==> config.mk <==
export PLATFORM = sky130hd
export DESIGN_NAME = crc_check_arb
export DESIGN_NICKNAME = d
export VERILOG_FILES = /design/src/rtl/crc_arb_pkg.sv /design/src/rtl/crc_arb_tag_fifo.sv /design/src/rtl/crc_check_arb.sv
export SDC_FILE = /design/constraint.sdc
export NUM_CORES = 1
export LEC_CHECK = 0
export BUFFER_PORTS_ARGS = -buffer_cell sky130_fd_sc_hd__buf_4
export CAP_MARGIN = 10
export CORE_ASPECT_RATIO = 0.5
export CORE_MARGIN = 2
export CORE_UTILIZATION = 35
export CTS_CLUSTER_DIAMETER = 50
export DETAILED_ROUTE_END_ITERATION = 12
export PLACE_DENSITY = 0.77
export SETUP_SLACK_MARGIN = 0.1
export SLEW_MARGIN = 20
export SYNTH_ARGS = -nofsm -noshare
export SYNTH_HDL_FRONTEND = slang
export SYNTH_SLANG_ARGS = --single-unit
export TNS_END_PERCENT = 1
==> constraint.sdc <==
create_clock -name iClk -period 4.7 [get_ports iClk]
set_input_delay 1.41 -clock iClk [delete_from_list [all_inputs] [get_ports iClk]]
set_output_delay 1.41 -clock iClk [all_outputs]
set_load 0.05 [all_outputs]
==> src/rtl/crc_arb_pkg.sv <==
// Shared constants and helpers for the CRC checker arbiter.
package crc_arb_pkg;

   localparam int unsigned DATA_W_DEF = 32;

   localparam logic [0:0] ST_IDLE = 1'b0;
   localparam logic [0:0] ST_GNT  = 1'b1;

   // Bits needed to hold an index in [0, n-1]; never less than one.
   function automatic int unsigned id_w(input int unsigned n);
      return (n <= 1) ? 1 : $clog2(n);
   endfunction

endpackage

==> src/rtl/crc_arb_tag_fifo.sv <==
// Small synchronous FIFO holding the owner id of each packet inside the checker.
module crc_arb_tag_fifo
   import crc_arb_pkg::*;
#(
   parameter int unsigned WIDTH = 2,
   parameter int unsigned DEPTH = 4
) (
   input  logic             iClk,
   input  logic             iRst_n,
   input  logic             i_push,
   input  logic [WIDTH-1:0] i_din,
   input  logic             i_pop,
   output logic             o_full,
   output logic             o_empty,
   output logic [WIDTH-1:0] o_head
);

   localparam int unsigned AW = id_w(DEPTH);

   logic [WIDTH-1:0] r_mem [DEPTH];
   logic [AW-1:0]    r_wptr;
   logic [AW-1:0]    r_rptr;
   logic [AW:0]      r_cnt;
   logic             w_push;
   logic             w_pop;

   assign o_full  = (r_cnt == (AW+1)'(DEPTH));
   assign o_empty = (r_cnt == '0);
   assign o_head  = r_mem[r_rptr];

   // A pop frees the slot in the same cycle, so push is allowed when full and popping.
   assign w_push = i_push & (~o_full | i_pop);
   assign w_pop  = i_pop & ~o_empty;

   always_ff @(posedge iClk) begin
      if (w_push) r_mem[r_wptr] <= i_din;
   end

   always_ff @(posedge iClk or negedge iRst_n) begin
      if (!iRst_n) begin
         r_wptr <= '0;
         r_rptr <= '0;
         r_cnt  <= '0;
      end else begin
         if (w_push) r_wptr <= (r_wptr == AW'(DEPTH-1)) ? '0 : r_wptr + AW'(1);
         if (w_pop)  r_rptr <= (r_rptr == AW'(DEPTH-1)) ? '0 : r_rptr + AW'(1);
         case ({w_push, w_pop})
            2'b10:   r_cnt <= r_cnt + (AW+1)'(1);
            2'b01:   r_cnt <= r_cnt - (AW+1)'(1);
            default: r_cnt <= r_cnt;
         endcase
      end
   end

endmodule

==> src/rtl/crc_check_arb.sv <==
// Round-robin arbiter sharing one CRC checker between N_REQ packet readers,
// with a tag FIFO so each checker verdict is reported against its owner.
module crc_check_arb
   import crc_arb_pkg::*;
#(
   parameter int unsigned N_REQ     = 4,
   parameter int unsigned DATA_W    = DATA_W_DEF,
   parameter int unsigned TAG_DEPTH = 4
) (
   input  logic                    iClk,
   input  logic                    iRst_n,
   input  logic [N_REQ-1:0]        iReq,
   output logic [N_REQ-1:0]        oGnt,
   input  logic [N_REQ-1:0]        iReqSop,
   input  logic [N_REQ-1:0]        iReqEop,
   input  logic [N_REQ-1:0]        iReqVld,
   input  logic [N_REQ-1:0]        iReqLast,
   input  logic [N_REQ*DATA_W-1:0] iReqData,
   output logic [N_REQ-1:0]        oReqReady,
   output logic                    oChkSop,
   output logic                    oChkEop,
   output logic                    oChkVld,
   output logic                    oChkLast,
   output logic [DATA_W-1:0]       oChkData,
   input  logic                    iChkReady,
   input  logic                    iChkEop,
   input  logic                    iChkErr,
   output logic                    oDoneVld,
   output logic [id_w(N_REQ)-1:0]  oDonePort,
   output logic                    oDoneErr,
   output logic                    oProtoErr
);

   localparam int unsigned PW = id_w(N_REQ);

   logic [0:0]       r_state;
   logic [0:0]       w_state_nxt;
   logic [N_REQ-1:0] r_gnt;
   logic [N_REQ-1:0] w_gnt_nxt;
   logic [PW-1:0]    r_id;
   logic [PW-1:0]    w_id_nxt;
   logic [PW-1:0]    r_rr_ptr;
   logic [PW-1:0]    w_rr_nxt;
   logic             r_done_vld;
   logic [PW-1:0]    r_done_port;
   logic             r_done_err;
   logic             r_proto_err;
   logic             w_found;
   logic [PW-1:0]    w_win;
   logic [PW-1:0]    w_idx;
   logic             w_fifo_full;
   logic             w_fifo_empty;
   logic [PW-1:0]    w_head;

   assign oGnt      = r_gnt;
   assign oDoneVld  = r_done_vld;
   assign oDonePort = r_done_port;
   assign oDoneErr  = r_done_err;
   assign oProtoErr = r_proto_err;

   // Datapath mux follows the registered one-hot grant.
   assign oChkSop   = |(iReqSop & r_gnt);
   assign oChkEop   = |(iReqEop & r_gnt);
   assign oChkVld   = |(iReqVld & r_gnt);
   assign oChkLast  = |(iReqLast & r_gnt);
   assign oReqReady = {N_REQ{iChkReady}} & r_gnt;

   always_comb begin
      oChkData = '0;
      for (int unsigned i = 0; i < N_REQ; i++) begin
         if (r_gnt[i]) oChkData = oChkData | iReqData[i*DATA_W +: DATA_W];
      end
   end

   // First pending requester at or above rr_ptr, wrapping at N_REQ.
   always_comb begin
      w_found = 1'b0;
      w_win   = '0;
      w_idx   = '0;
      for (int unsigned k = 0; k < N_REQ; k++) begin
         w_idx = PW'((32'(r_rr_ptr) + k) % N_REQ);
         if (!w_found && iReq[w_idx]) begin
            w_found = 1'b1;
            w_win   = w_idx;
         end
      end
   end

   always_comb begin
      w_state_nxt = r_state;
      w_gnt_nxt   = r_gnt;
      w_id_nxt    = r_id;
      w_rr_nxt    = r_rr_ptr;
      case (r_state)
         ST_IDLE: begin
            if (w_found && !w_fifo_full) begin
               w_state_nxt = ST_GNT;
               w_gnt_nxt   = N_REQ'(1) << w_win;
               w_id_nxt    = w_win;
            end
         end
         ST_GNT: begin
            if (oChkEop) begin
               w_state_nxt = ST_IDLE;
               w_gnt_nxt   = '0;
               w_rr_nxt    = (r_id == PW'(N_REQ-1)) ? '0 : r_id + PW'(1);
            end
         end
         default: begin
            w_state_nxt = ST_IDLE;
            w_gnt_nxt   = '0;
         end
      endcase
   end

   always_ff @(posedge iClk or negedge iRst_n) begin
      if (!iRst_n) begin
         r_state  <= ST_IDLE;
         r_gnt    <= '0;
         r_id     <= '0;
         r_rr_ptr <= '0;
      end else begin
         r_state  <= w_state_nxt;
         r_gnt    <= w_gnt_nxt;
         r_id     <= w_id_nxt;
         r_rr_ptr <= w_rr_nxt;
      end
   end

   crc_arb_tag_fifo #(
      .WIDTH (PW),
      .DEPTH (TAG_DEPTH)
   ) u_tag_fifo (
      .iClk    (iClk),
      .iRst_n  (iRst_n),
      .i_push  (oChkSop),
      .i_din   (r_id),
      .i_pop   (iChkEop),
      .o_full  (w_fifo_full),
      .o_empty (w_fifo_empty),
      .o_head  (w_head)
   );

   // Verdict is attributed to the oldest tag; an Eop with no tag is a protocol error.
   always_ff @(posedge iClk or negedge iRst_n) begin
      if (!iRst_n) begin
         r_done_vld  <= 1'b0;
         r_done_port <= '0;
         r_done_err  <= 1'b0;
         r_proto_err <= 1'b0;
      end else begin
         r_done_vld <= iChkEop & ~w_fifo_empty;
         if (iChkEop && !w_fifo_empty) begin
            r_done_port <= w_head;
            r_done_err  <= iChkErr;
         end
         if (iChkEop && w_fifo_empty) r_proto_err <= 1'b1;
      end
   end

endmodule

Yosys cells after proc, flatten, opt, wreduce, memory -nomap -nowiden
Memory sizes are Yosys's and may differ from the RTL's. A register that Yosys moved wholly into a read port is not among the register bits. Index checks and enable logic that the tools add are counted.

Register bits: 19. Memories kept: 1. Memory bits (writable): 8. Bits of input ports: 153. Output and inout port bits: 49.

Muxes and demuxes: 32. $add $sub $neg: 8. Eq/ne operators: 8. $lt $le $gt $ge: 4. Bitwise operators: 14. Reductions and logical operators: 21. Shifts and indexed selects: 1.

Memories: u_tag_fifo.r_mem (depth 4, width 2, read ports 1, clocked after Yosys merged registers in 1, write ports 1, line crc_arb_tag_fifo.sv:20) `logic [WIDTH-1:0] r_mem [DEPTH];`.

Operator list (count): $mux W32 (4); $or A32 B32 Y32 (3); $and A4 B4 Y4 (5); $reduce_or A4 Y1 (4); $mux W2 (7); $lt A2 B3 Y1 const B (4); $mux W1 (12); $add A2 B1 Y2 const B (4); $bmux W1 S2 (4); $eq A2 B2 Y1 const B (4); $mux W4 (2); $pmux W4 S2 (1); $logic_and A1 B1 Y1 (6); $logic_not A1 Y1 (6); $pmux W3 S2 (1); $reduce_and A2 Y1 (3); $add A2 B2 Y2 const B (2); $ne A2 B2 Y1 const B (2); $shl A1 B2 Y4 const A (1); $add A3 B1 Y3 const B (1); $eq A3 B3 Y1 const B (1); $logic_not A3 Y1 (1); $not A1 Y1 (3); $sub A3 B1 Y3 const B (1); 5 further kinds (6).

Depth between registers and ports, before layout
Depth in word-level cells: 15. Mapped depth: 10. Mapped depth without buffers: 10.

Cells and area by module
Synthesis repeated with hierarchy kept, for this count alone.

Cells, all modules: 232. Area total of the unflattened synthesis: 2177.1 µm².

By module, submodules not included: crc_check_arb (times used 1, seq. area each 350.3 µm², cells each 181, area each 1426.4 µm²); crc_arb_tag_fifo (times used 1, seq. area each 415.4 µm², cells each 51, area each 750.7 µm²).

Worst setup path after synthesis
No wires, ideal clock.

Kind: input to output. From: in iReqEop[2]. To: out oChkEop. Buffers on the path: 0. Arrival: 1.964 ns. Stages on the path: 2. Path slack: 1.326 ns. Path through: a22oi_1 nand2_1.

Longest elaborated chain between the ends: 2.

RTL lines: start: declaration (line crc_check_arb.sv:15) `input logic [N_REQ-1:0] iReqEop,`; $and A4 B4 Y4 (line crc_check_arb.sv:63) `assign oChkEop = |(iReqEop & r_gnt);`; $reduce_or A4 Y1 (line crc_check_arb.sv:63); end: declaration (line crc_check_arb.sv:21) `output logic oChkEop,`.

No other way between the ends.

Worst setup path in the final report
From: in iReqEop[0]. To: out oChkEop.

The elaborated chain is that of the path after synthesis.

==> qor.txt <==
========================================================================================
Routability congestion estimate from global placement                              0.786
Clock tree from TritonCTS                                                            yes
Number of synthesized register bits                                                   29
Net load switching power                                                       0.00168 W
Transition time at the pin with the least slew margin                           0.724 ns
Pre-Repair DR Iteration Count                                                          4
Reported max-cap violation count                                                       0
Standard-cell rows                                                                    20
Fin util                                                                           0.646
Final number of hold-violating endpoints                                               0
Antenna cell count                                                                     0
Post-route non-filler standard cell count                                            497
Antenna violations before repair                                                       0
Layout cells sized above 1                                                         0.531
Clock Path Buffers                                                                     2
Reg2Reg Depth                                                                         10
Relative area change from synthesis to final layout                                80.8%
Pin count of the biggest net entering global routing                                  40
Most common flop cell mapped by yosys                                       sky130_fd_sc_hd__dfrtp_1
Data required time of the critical path                                          3.29 ns
Startpoint of the most critical register-to-register path                        oGnt[2]
Hold buffer count at CTS                                                               0
Critical path destination                                                        oChkEop
Worst hold margin                                                               0.462 ns
Clock share of power                                                               0.118
Cells after synthesis                                                                226
Largest area contributor in the synthesized netlist                         sky130_fd_sc_hd__a22oi_1
Leftover overflow at the end of global routing                                         0
Die area                                                                        6780 um2
Minimum clock period                                                             3.61 ns
Drt initial violations                                                               264
Fraction of registers with async set/reset                                         0.724
Core box area                                                                   5980 um2
RSZ-0062 raised after global routing                                                  no
Sequential fraction of the synthesis area                                          0.359
Wire length of the first global-routing pass                                     12.9 mm
Critical path startpoint                                                      iReqEop[0]
Setup WS post-layout                                                             1.09 ns
Cell area after synthesis                                                       2140 um2
Sum of routed wire length over all layers                                        9.04 mm
Post-detailed-route via-to-cell ratio                                               5.39
Synthesized Nets                                                                     387
Layout fillers                                                                       512
Share of the synthesized area in the top cell type                                 0.253
Height of the die                                                                59.2 um
Root Driver                                                                 sky130_fd_sc_hd__clkbuf_16
Skew-Pair Late Insertion Delay                                                   0.27 ns
LEAKAGE                                                                          1.97 nW
Total placed cells including tap cells                                               489
Setup TNS after final layout                                                        0 ns
Total vias in the final route                                                       2677
Max Fanout on Critical Path                                                            3
Routed wirelength normalized by instance count                                   18.2 um
Maximum clock frequency                                                          277 MHz
# nets final                                                                         580
Combinational cell fraction of total power                                         0.688
Remaining number of nets flagged by the antenna check after routing                    0
Internal portion of total power                                                0.00138 W
Number of buffers added on ports                                                     201
Total number of H-tree levels                                                          2
Peak supply drop                                                              0.000415 V
I/O pin count                                                                        202
Dominant cells by area after synthesis                                      sky130_fd_sc_hd__a22oi_1, sky130_fd_sc_hd__dfrtp_1, sky130_fd_sc_hd__edfxtp_1, sky130_fd_sc_hd__nand2_1, sky130_fd_sc_hd__ha_1
Number of cells upsized or downsized after cts                                         0
Run status                                                                  complete, no violations
Total number of clock tree sinks                                                      29
Register-to-register path setup slack                                            2.13 ns
Power density cells                                                           793 nW/um2
Setup violations, final                                                                0
FF-to-FF End                                                                u_tag_fifo.r_cnt[2]
EDFF count, synth                                                                      8
Total Routing Usage GR                                                             0.248
Worst-case setup slack after placement                                           1.09 ns
Average footprint of a synthesized cell                                         9.45 um2
Unique cell type count in the Yosys netlist                                           34
Synth Warn #                                                                           0
Chip width                                                                        114 um
Nature of the critical path startpoint                                         input pin
Number of max-slew violations in the final report                                      0
Clock Skews                                                                   0.00401 ns
DRC Markers                                                                            0
Final worst-path cycle share                                                       0.768
Hold crit path type                                                           reg -> reg
Initial core utilization                                                           0.357
Switching power as a share of total power                                          0.549
Number of global-route vias before repair                                           2519
Capturing element type of the critical path                                 primary output
Critical Setup Path Class                                                      in -> out
Crit path DAT                                                                    2.20 ns
Slew Limit Headroom                                                                0.518
Clock transition at the registers of the reported paths                          0.05 ns
Buffer count from post-CTS setup fixing                                                0
Sequential group share of total power                                              0.194
Total half-perimeter wirelength after legalization and detailed placement        7.17 mm
Number of buffers added by the clock tree synthesis step                               5
========================================================================================
## how the worst min path moves through the flow
stage	start	endpoint	slack, ns	cells after the start
floorplan	r_id[1]	u_tag_fifo.r_mem[0][1]	0.50	0
global placement	oProtoErr	oProtoErr	0.44	1
detailed placement	oProtoErr	oProtoErr	0.45	1
CTS	oProtoErr	oProtoErr	0.47	1
global route	oProtoErr	oProtoErr	0.50	1
finish	oProtoErr	oProtoErr	0.46	1
## worst max-delay path, stage by stage
cell                      delay [ns]
sky130_fd_sc_hd__buf_4          0.11
sky130_fd_sc_hd__a22oi_1        0.29
sky130_fd_sc_hd__nand2_1        0.17
sky130_fd_sc_hd__buf_4          0.22
## metal layers
metal	vias up	GRT usage	share of wire
met5	-	0	0
met2	114	0.412	0.50
met1	1296	0.316	0.40
met4	0	0.0836	0.014
met3	14	0.0736	0.079
li1	1253	-	-
## flip-flops by register name (all words and copies together), names as in the netlist
register	cells
oDoneErr	1
oDonePort	2
oDoneVld	1
oGnt	4
oProtoErr	1
r_id	2
r_rr_ptr	2
r_state	1
u_tag_fifo.r_cnt	3
u_tag_fifo.r_mem	8
u_tag_fifo.r_rptr	2
u_tag_fifo.r_wptr	2
## logic make-up after synthesis
group                    after synthesis  synth area share
buffers and inverters                 25            0.0469
adder cells (fa/ha/maj)                8            0.0504
XOR/XNOR                               3            0.0123
flip-flops                            29             0.359
AND/OR/NAND/NOR                       59             0.121
AO/OA/AOI/OAI                         89             0.329
multiplexers                          13            0.0820
## metrics by stage
stage | power [W] | cell area (um2)
6_report | 0.00306 | 3860
2_1_floorplan | 0.00202 | 2140
3_3_place_gp | 0.00264 | 3690
4_1_cts | 0.00307 | 3860
3_5_place_dp | 0.00269 | 3690
5_1_grt | 0.00322 | 3860
## cell usage after synthesis (all sizes together), types with 4 or more instances
library cell	instances
edfxtp	8
a22oi	72
a32o	4
mux2	10
buf	14
inv	8
ha	7
nand2	38
and2	8
nor2	6
dfrtp	21
## cells in the final DEF, fill, tap and decap left out, drive strengths merged, types with 7 or more instances in the layout
master  netlist  layout
nand2        38      38
clkbuf        3       7
ha            7       7
inv           8       8
dfrtp        21      21
and2          8       8
edfxtp        8       8
mux2         10      10
a22oi        72      72
buf          14     203
## power groups by stage
stage	clock network [W]	registers, W	logic (W)
after detailed placement	0	0.000591	0.00210
after global routing	0.000379	0.000616	0.00222
after global placement	0	0.000575	0.00207
after floorplan	0	0.000569	0.00146
final	0.000362	0.000593	0.00211
after CTS	0.000368	0.000590	0.00211
## final cells by class
class | instances | area [um2] | area share
multi-input cells | 172 | 1270 | 0.329
well taps | 77 | 96.3 | 0.0250
clock inverters | 1 | 30.0 | 0.00778
flip-flops and latches | 29 | 768 | 0.199
inverters | 8 | 30.0 | 0.00778
repair buffers | 203 | 1520 | 0.395
clock buffers | 7 | 143 | 0.0369
Power figures use the tool's default switching activity.
